`src/rtl/line_buffer3x3_1bit_pkg.sv`:
```
// Shared defaults for the 3x3 window line buffer: sample width and image row length.
package line_buffer3x3_1bit_pkg;

  localparam int DATA_WIDTH_DEFAULT  = 1;
  localparam int ROW_WIDTH_DEFAULT   = 9;
  localparam int NUM_TAPS_SUPPORTED  = 2;

endpackage : line_buffer3x3_1bit_pkg

```
`src/rtl/line_buffer3x3_1bit_shift_row.sv`:
```
// One image row of delay: LENGTH enable-gated register stages, output taken from the last stage.
module shift_row
  import line_buffer3x3_1bit_pkg::*;
#(
  parameter int DATA_WIDTH = DATA_WIDTH_DEFAULT,
  parameter int LENGTH     = ROW_WIDTH_DEFAULT
) (
  input  logic                  clk,
  input  logic                  rst_n,
  input  logic                  en,
  input  logic [DATA_WIDTH-1:0] din,
  output logic [DATA_WIDTH-1:0] dout
);

  // Stage 0 receives din; stage LENGTH-1 is the row-delayed sample.
  logic [DATA_WIDTH-1:0] r_stage [LENGTH] = '{default: '0};

  // Shift chain: synchronous clear, advance only on enabled edges, otherwise hold.
  always_ff @(posedge clk) begin
    if (!rst_n) begin
      for (int k = 0; k < LENGTH; k++) begin
        r_stage[k] <= '0;
      end
    end else if (en) begin
      r_stage[0] <= din;
      for (int k = 1; k < LENGTH; k++) begin
        r_stage[k] <= r_stage[k-1];
      end
    end else begin
      for (int k = 0; k < LENGTH; k++) begin
        r_stage[k] <= r_stage[k];
      end
    end
  end

  assign dout = r_stage[LENGTH-1];

endmodule : shift_row

```
`src/rtl/line_buffer3x3_1bit.sv`:
```
// Two-row line buffer for a 3x3 window: taps one and two rows behind the incoming sample.
module line_buffer3x3_1bit
  import line_buffer3x3_1bit_pkg::*;
#(
  parameter int DATA_WIDTH   = DATA_WIDTH_DEFAULT,
  parameter int TAP_DISTANCE = ROW_WIDTH_DEFAULT,
  parameter int NUM_TAPS     = NUM_TAPS_SUPPORTED
) (
  input  logic                  clk,
  input  logic                  rst_n,
  input  logic                  clken,
  input  logic [DATA_WIDTH-1:0] shiftin,
  output logic [DATA_WIDTH-1:0] taps0x,
  output logic [DATA_WIDTH-1:0] taps1x,
  output logic [DATA_WIDTH-1:0] shiftout
);

  generate
    if (NUM_TAPS != NUM_TAPS_SUPPORTED) begin : g_bad_taps
      $error("line_buffer3x3_1bit supports NUM_TAPS == 2 only");
    end
  endgenerate

  logic [DATA_WIDTH-1:0] w_row0_out;
  logic [DATA_WIDTH-1:0] w_row1_out;

  shift_row #(
    .DATA_WIDTH (DATA_WIDTH),
    .LENGTH     (TAP_DISTANCE)
  ) u_row0 (
    .clk   (clk),
    .rst_n (rst_n),
    .en    (clken),
    .din   (shiftin),
    .dout  (w_row0_out)
  );

  // Second row is fed from the first row's tap so the two taps stay column-aligned.
  shift_row #(
    .DATA_WIDTH (DATA_WIDTH),
    .LENGTH     (TAP_DISTANCE)
  ) u_row1 (
    .clk   (clk),
    .rst_n (rst_n),
    .en    (clken),
    .din   (w_row0_out),
    .dout  (w_row1_out)
  );

  assign taps0x   = w_row0_out;
  assign taps1x   = w_row1_out;
  assign shiftout = w_row1_out;

endmodule : line_buffer3x3_1bit

```
`config.mk`:
```
export PLATFORM = sky130hd
export DESIGN_NAME = line_buffer3x3_1bit
export DESIGN_NICKNAME = d
export VERILOG_FILES = /design/src/rtl/line_buffer3x3_1bit_pkg.sv /design/src/rtl/line_buffer3x3_1bit_shift_row.sv /design/src/rtl/line_buffer3x3_1bit.sv
export SDC_FILE = /design/constraint.sdc
export NUM_CORES = 1
export LEC_CHECK = 0
export CAP_MARGIN = 20
export CORE_UTILIZATION = 35
export CTS_BUF_LIST = sky130_fd_sc_hd__clkbuf_4
export DETAILED_ROUTE_END_ITERATION = 7
export HOLD_SLACK_MARGIN = 0.03
export MAX_ROUTING_LAYER = met4
export PLACE_DENSITY_LB_ADDON = 0.15
export SLEW_MARGIN = 30
export SYNTH_ARGS = -nofsm -noshare
export SYNTH_HDL_FRONTEND = slang
export SYNTH_SLANG_ARGS = --single-unit
```
`constraint.sdc`:
```
create_clock -name clk -period 1.19 [get_ports clk]
set_input_delay 0.1785 -clock clk [delete_from_list [all_inputs] [get_ports clk]]
set_output_delay 0.1785 -clock clk [all_outputs]
set_load 0.005 [all_outputs]
```
==> impl_metrics.yaml, run 1 <==
status:
  outcome: "complete, no violations"
timing:
  relSlewSlack: 0.915
  setup_viol: 0
  final_max_slew_viol_count: 0
  fin_crit_ns: 1.13
  worstMarginPinSlew_ns: 0.127
  max_freq_ghz: 0.883
  clock_skew_ns: 0.0158
  period_share: 0.952
  timing.setup.tns_ns: 0
  rsz0062_at_grt: "false"
  hold_viol_final: 0
routing:
  wl_per_cell_um: 12.8
  drc_errors: 0
  avgViaCountPerCell: 4.77
  routed_wl_um: 987
  vias: 367
  drt_first_pass_iters: 2
  drtAntennaViolNets: 0
  drtIter0Drc: 6
synth:
  ys_ff_latch: 18
  synth_area_leader_cell: "edfxtp_1"
  synth_top_cells_by_count: "edfxtp_1, and3_1, and3_2, buf_4"
  syn_nets: 44
  yosysMostFrequentCell: "edfxtp_1"
  yosysWarnings: 0
  yosys_most_used_dff: "edfxtp_1"
  yosysUniqueCellTypes: 6
  ys_seq_area_frac: 0.785
  synthCells: 40
  async_flop_share: 0
  synth_area_um2: 688
  synth.area.top_cells: "edfxtp_1, and3_1, and3_2"
  synth_area_per_cell_um2: 17.2
  synth_edf_count: 18
  yosys.area.top_type_share: 0.785
worst_setup_path:
  r2r_cells: 2
  critPathLaunchType: "flop"
  reg2reg_to: "u_row1.r_stage[0][0]"
  path_buf_inv: 1
  path_depth: 1
  end_kind: "output port"
  r2r_start: "u_row0.r_stage[0][8]"
  critPathMaxStageDelay_ns: 0.39
  cp_cell_sequence: "dlygate4sd2_1"
  crit_arrival_ns: 0.95
  ff2ff_setup_slack_ns: 0.26
  critPathKind: "flop to output port"
  worstPathRequired_ns: 1.01
  slowest_stage: "edfxtp_1"
  crit_fanout: 2
  crit_family: "flip-flops"
grt:
  grt_max_degree: 19
  antenna_found_initial: 0
  grt_pass1_vias: 353
  grt.overflow.total: 0
  track_usage: 0.130
  grt_pass1_wl_um: 1770
floorplan:
  io_pins: 7
  coreArea_um2: 1780
  die_height_um: 46.3
  core.rowCount: 15
  fp.dieW_um: 46.3
  dieArea_um2: 2150
  initial_core_util: 0.386
final_layout:
  utilization: 0.463
  finalNetCount: 57
  diodes: 0
  design_area_um2: 826
  synthToLayoutAreaGrowth_pct: 20.0
  drive_above_1_share: 0.192
  finalNonFillerCells: 77
power_and_ir_drop:
  p_comb_frac: 0.066
  pwr-share-seq: 0.668
  clkPwrFrac: 0.266
  peakVddDrop_uv: 589
  p_sw_frac: 0.197
  p_leak_nw: 0.383
  p_sw_w: 0.000220
  p_int_w: 0.000898
  power_density_nw_per_um2: 1350
cts:
  clock_sinks: 18
  clockBufferDepth: 2
  numCtsBuffers: 3
  ctsHoldBuffers: 0
  cts_root_buf: "clkbuf_4"
  path_clk_slew_ns: 0.11
  htreeDepth: 1
  cts_tree: "done"
  worstSkewPairLatency_ns: 0.29
placed_design:
  dpl.hpwl_um: 655
  place_congestion: 0.671
  dpl.cell_count: 72
  portBuffers: 6
  placed_cell_area_um2: 796
hold_path:
  hold_path.class: "flop to flop"
  hold_depth: 1
  hp-start: "u_row0.r_stage[0][4]"
  hold_path_end: "u_row0.r_stage[0][5]"
run:
  maxCapViolations: 0
## kinds of logic (layout without fill, tap and decap cells)
logic type,Yosys count,count (layout),synth area share
buffers and inverters,3,15,0.0382
and+or+nand+nor,19,19,0.176
DFF,18,18,0.785
## sequential cells by signal, summed over array words and instances (netlist names)
name and count:
u_row0.r_stage 9, u_row1.r_stage 9
## routing by layer
metal | part of all wire | track usage | up-vias
met1 | 0.48 | 0.192 | 173
met5 | 0 | - | -
li1 | - | - | 182
met2 | 0.46 | 0.158 | 8
met4 | 0.029 | 0.0882 | 0
met3 | 0.023 | 0.0235 | 4
## cells in the final DEF, fill, tap and decap left out, drive strengths merged
cell	count
and3	18
buf	5
clkbuf	3
clkdlybuf4s50	3
clkinv	1
dlygate4sd2	3
edfxtp	18
nand2b	1
## worst register-to-register path: stages (launching register included)
cell	delay, ns
edfxtp_1	0.40
buf_4	0.15
and3_1	0.14
## power by group through the flow
stage | registers, W | logic [W] | clock network (W)
global placement | 0.000762 | 0.0000727 | 0
floorplan | 0.000758 | 0.0000335 | 0
finish | 0.000748 | 0.0000735 | 0.000297
detailed placement | 0.000762 | 0.0000761 | 0
CTS | 0.000748 | 0.0000747 | 0.000312
global route | 0.000753 | 0.0000822 | 0.000336
## per-stage QoR
step,setup slack [ns],hold slack (ns),total power (W)
2_1_floorplan,0.152,0.401,0.000792
3_3_place_gp,-0.0666,0.526,0.000834
3_5_place_dp,-0.0944,0.533,0.000839
4_1_cts,0.0412,0.559,0.00113
5_1_grt,0.00705,0.568,0.00117
6_report,0.0569,0.555,0.00112
## worst max-delay path by stage
stage,startpoint,end,slack [ns]
2_1_floorplan,clken,u_row0.r_stage[0][0],0.15
3_3_place_gp,clken,u_row0.r_stage[0][8],-0.07
3_5_place_dp,clken,u_row0.r_stage[0][8],-0.09
4_1_cts,u_row1.r_stage[0][8],shiftout,0.04
5_1_grt,u_row1.r_stage[0][8],taps1x,0.007
6_report,u_row1.r_stage[0][8],shiftout,0.06
## layout make-up
type,count,area [um^2]
fill,166,957
clock buffer,3,22.5
multi-input combinational,19,121
tap,25,31.3
timing repair buffer,11,106
sequential,18,541
clock inverter,1,3.75
## timing repair
action | 4_1_cts | 5_1_grt
endpoints found under the setup margin | 3 | 0
setup buffers | 1 | 0
gates resized for setup | 3 | 0
Power figures use the tool's default switching activity.
==> run 2, diff against run 1 <==
Settings changed: CORE_MARGIN set to 8, CTS_CLUSTER_SIZE set to 28.
==> run 2 against run 1 <==
Sequential power barely moved. Critical path depth did not move. Worst hold slack improved by 0.0018 ns. Worst setup slack gained 0.0061 ns. First-iteration DRC count did not move. Clock skew down 0.012 ns. Critical endpoint unchanged. Sequential share of layout area grew 1.4 points.
==> impl_metrics.yaml, run 2 (same netlist as run 1, synthesis figures left out) <==
worst_setup_path:
  r2r_start: "u_row1.r_stage[0][6]"
  critPathKind: "flop to output port"
  critPathLaunchType: "flop"
  ff2ff_setup_slack_ns: 0.38
  path_buf_inv: 1
  crit_family: "flip-flops"
  crit_arrival_ns: 0.95
  critPathMaxStageDelay_ns: 0.39
  worstPathRequired_ns: 1.01
  crit_path_start: "u_row1.r_stage[0][8]"
  end_kind: "output port"
  reg2reg_to: "u_row1.r_stage[0][7]"
  cp_cell_sequence: "dlygate4sd2_1"
  crit_fanout: 2
  slowest_stage: "edfxtp_1"
  r2r_cells: 1
power_and_ir_drop:
  p_leak_nw: 0.372
  power_density_nw_per_um2: 1380
  total_power_w: 0.00111
  peakVddDrop_uv: 793
status:
  outcome: "complete, no violations"
placed_design:
  dpl.hpwl_um: 741
  portBuffers: 6
  place_congestion: 0.694
timing:
  max_freq_ghz: 0.887
  hold_viol_final: 0
  setup_viol: 0
  rsz0062_at_grt: "false"
  clock_skew_ns: 0.00428
  period_share: 0.947
  final_max_slew_viol_count: 0
  fin_crit_ns: 1.13
  relSlewSlack: 0.881
  worstMarginPinSlew_ns: 0.177
final_layout:
  finalNetCount: 56
  final_cell_mix: "edfxtp_1, and3_1, buf_4"
  utilization: 0.425
  fillCellCount: 183
  reg_top3: "u_row0.r_stage: 9 flops, u_row1.r_stage: 9 flops"
  drive_above_1_share: 0.176
  diodes: 0
  final_common_cell: "edfxtp_1"
  synthToLayoutAreaGrowth_pct: 17.5
hold_path:
  hold_path.class: "flop to flop"
  hold_depth: 1
  hp-start: "u_row1.r_stage[0][3]"
  hold_path_end: "u_row1.r_stage[0][4]"
routing:
  drtIter0Drc: 6
  drtAntennaViolNets: 0
  drt_first_pass_iters: 3
  vias: 359
  wl_per_cell_um: 13.6
  routed_wl_um: 1060
  avgViaCountPerCell: 4.60
  drc_errors: 0
cts:
  clockBufferDepth: 2
  ctsHoldBuffers: 0
  htreeDepth: 1
  cts_tree: "done"
  worstSkewPairLatency_ns: 0.28
  numCtsBuffers: 3
  cts_root_buf: "clkbuf_4"
  path_clk_slew_ns: 0.10
  clock_sinks: 18
  ctsResizeCount: 3
  postCtsSetupBuffers: 0
grt:
  antenna_found_initial: 0
  grt_max_degree: 19
  grt_pass1_vias: 399
  grt.overflow.total: 0
  grt_pass1_wl_um: 1920
  track_usage: 0.0741
floorplan:
  coreArea_um2: 1900
  core.rowCount: 16
  initial_core_util: 0.362
  dieArea_um2: 3640
  fp.dieW_um: 60.3
  io_pins: 7
  die_height_um: 60.3
run:
  maxCapViolations: 0
[run 2: changes by cell type in the layout (fill, tap and decap cells not counted), sizes merged]
| cell | previous run | this run |
|---|---|---|
| buf | 5 | 4 |
[run 2: through the flow]
step           instance area [um^2]  worst slack, ns  TNS (ns)  hold WS (ns)  std cells
2_1_floorplan                   688            0.152         0         0.401         40
3_3_place_gp                    786          -0.0959     -1.96         0.527         74
3_5_place_dp                    786           -0.140     -3.86         0.541         74
4_1_cts                         808           0.0509         0         0.565         78
5_1_grt                         808         0.000925         0         0.578         78
6_report                        808           0.0630         0         0.557         78
[run 2: area by class of cell]
class	instances	area, um^2	area share
clock inverter	1	3.75	0.00464
timing repair buffer	10	86.3	0.107
tap	27	33.8	0.0418
clock buffer	3	22.5	0.0279
sequential	18	541	0.669
multi-input combinational	19	121	0.150
[run 2: how the worst max path moves through the flow]
| stage | end | cells past startpoint | slack, ns |
|---|---|---|---|
| 2_1_floorplan | u_row0.r_stage[0][0] | 1 | 0.15 |
| 6_report | shiftout | 1 | 0.06 |
| 3_5_place_dp | u_row1.r_stage[0][2] | 3 | -0.14 |
| 4_1_cts | shiftout | 1 | 0.05 |
| 5_1_grt | taps0x | 1 | 0.0009 |
| 3_3_place_gp | u_row0.r_stage[0][7] | 3 | -0.1 |
[run 2: layer usage]
layer | GRT usage | up-vias | part of all wire
met4 | 0.0204 | 0 | 0
met5 | - | - | 0
met3 | 0.0339 | 0 | 0.041
met1 | 0.0934 | 178 | 0.51
met2 | 0.104 | 6 | 0.44
li1 | - | 175 | -
[run 2: power by group]
group / switching [W] / internal [W]
combinational: 0.0000337 / 0.0000327
sequential: 0.0000101 / 0.000737
clock: 0.000177 / 0.000121
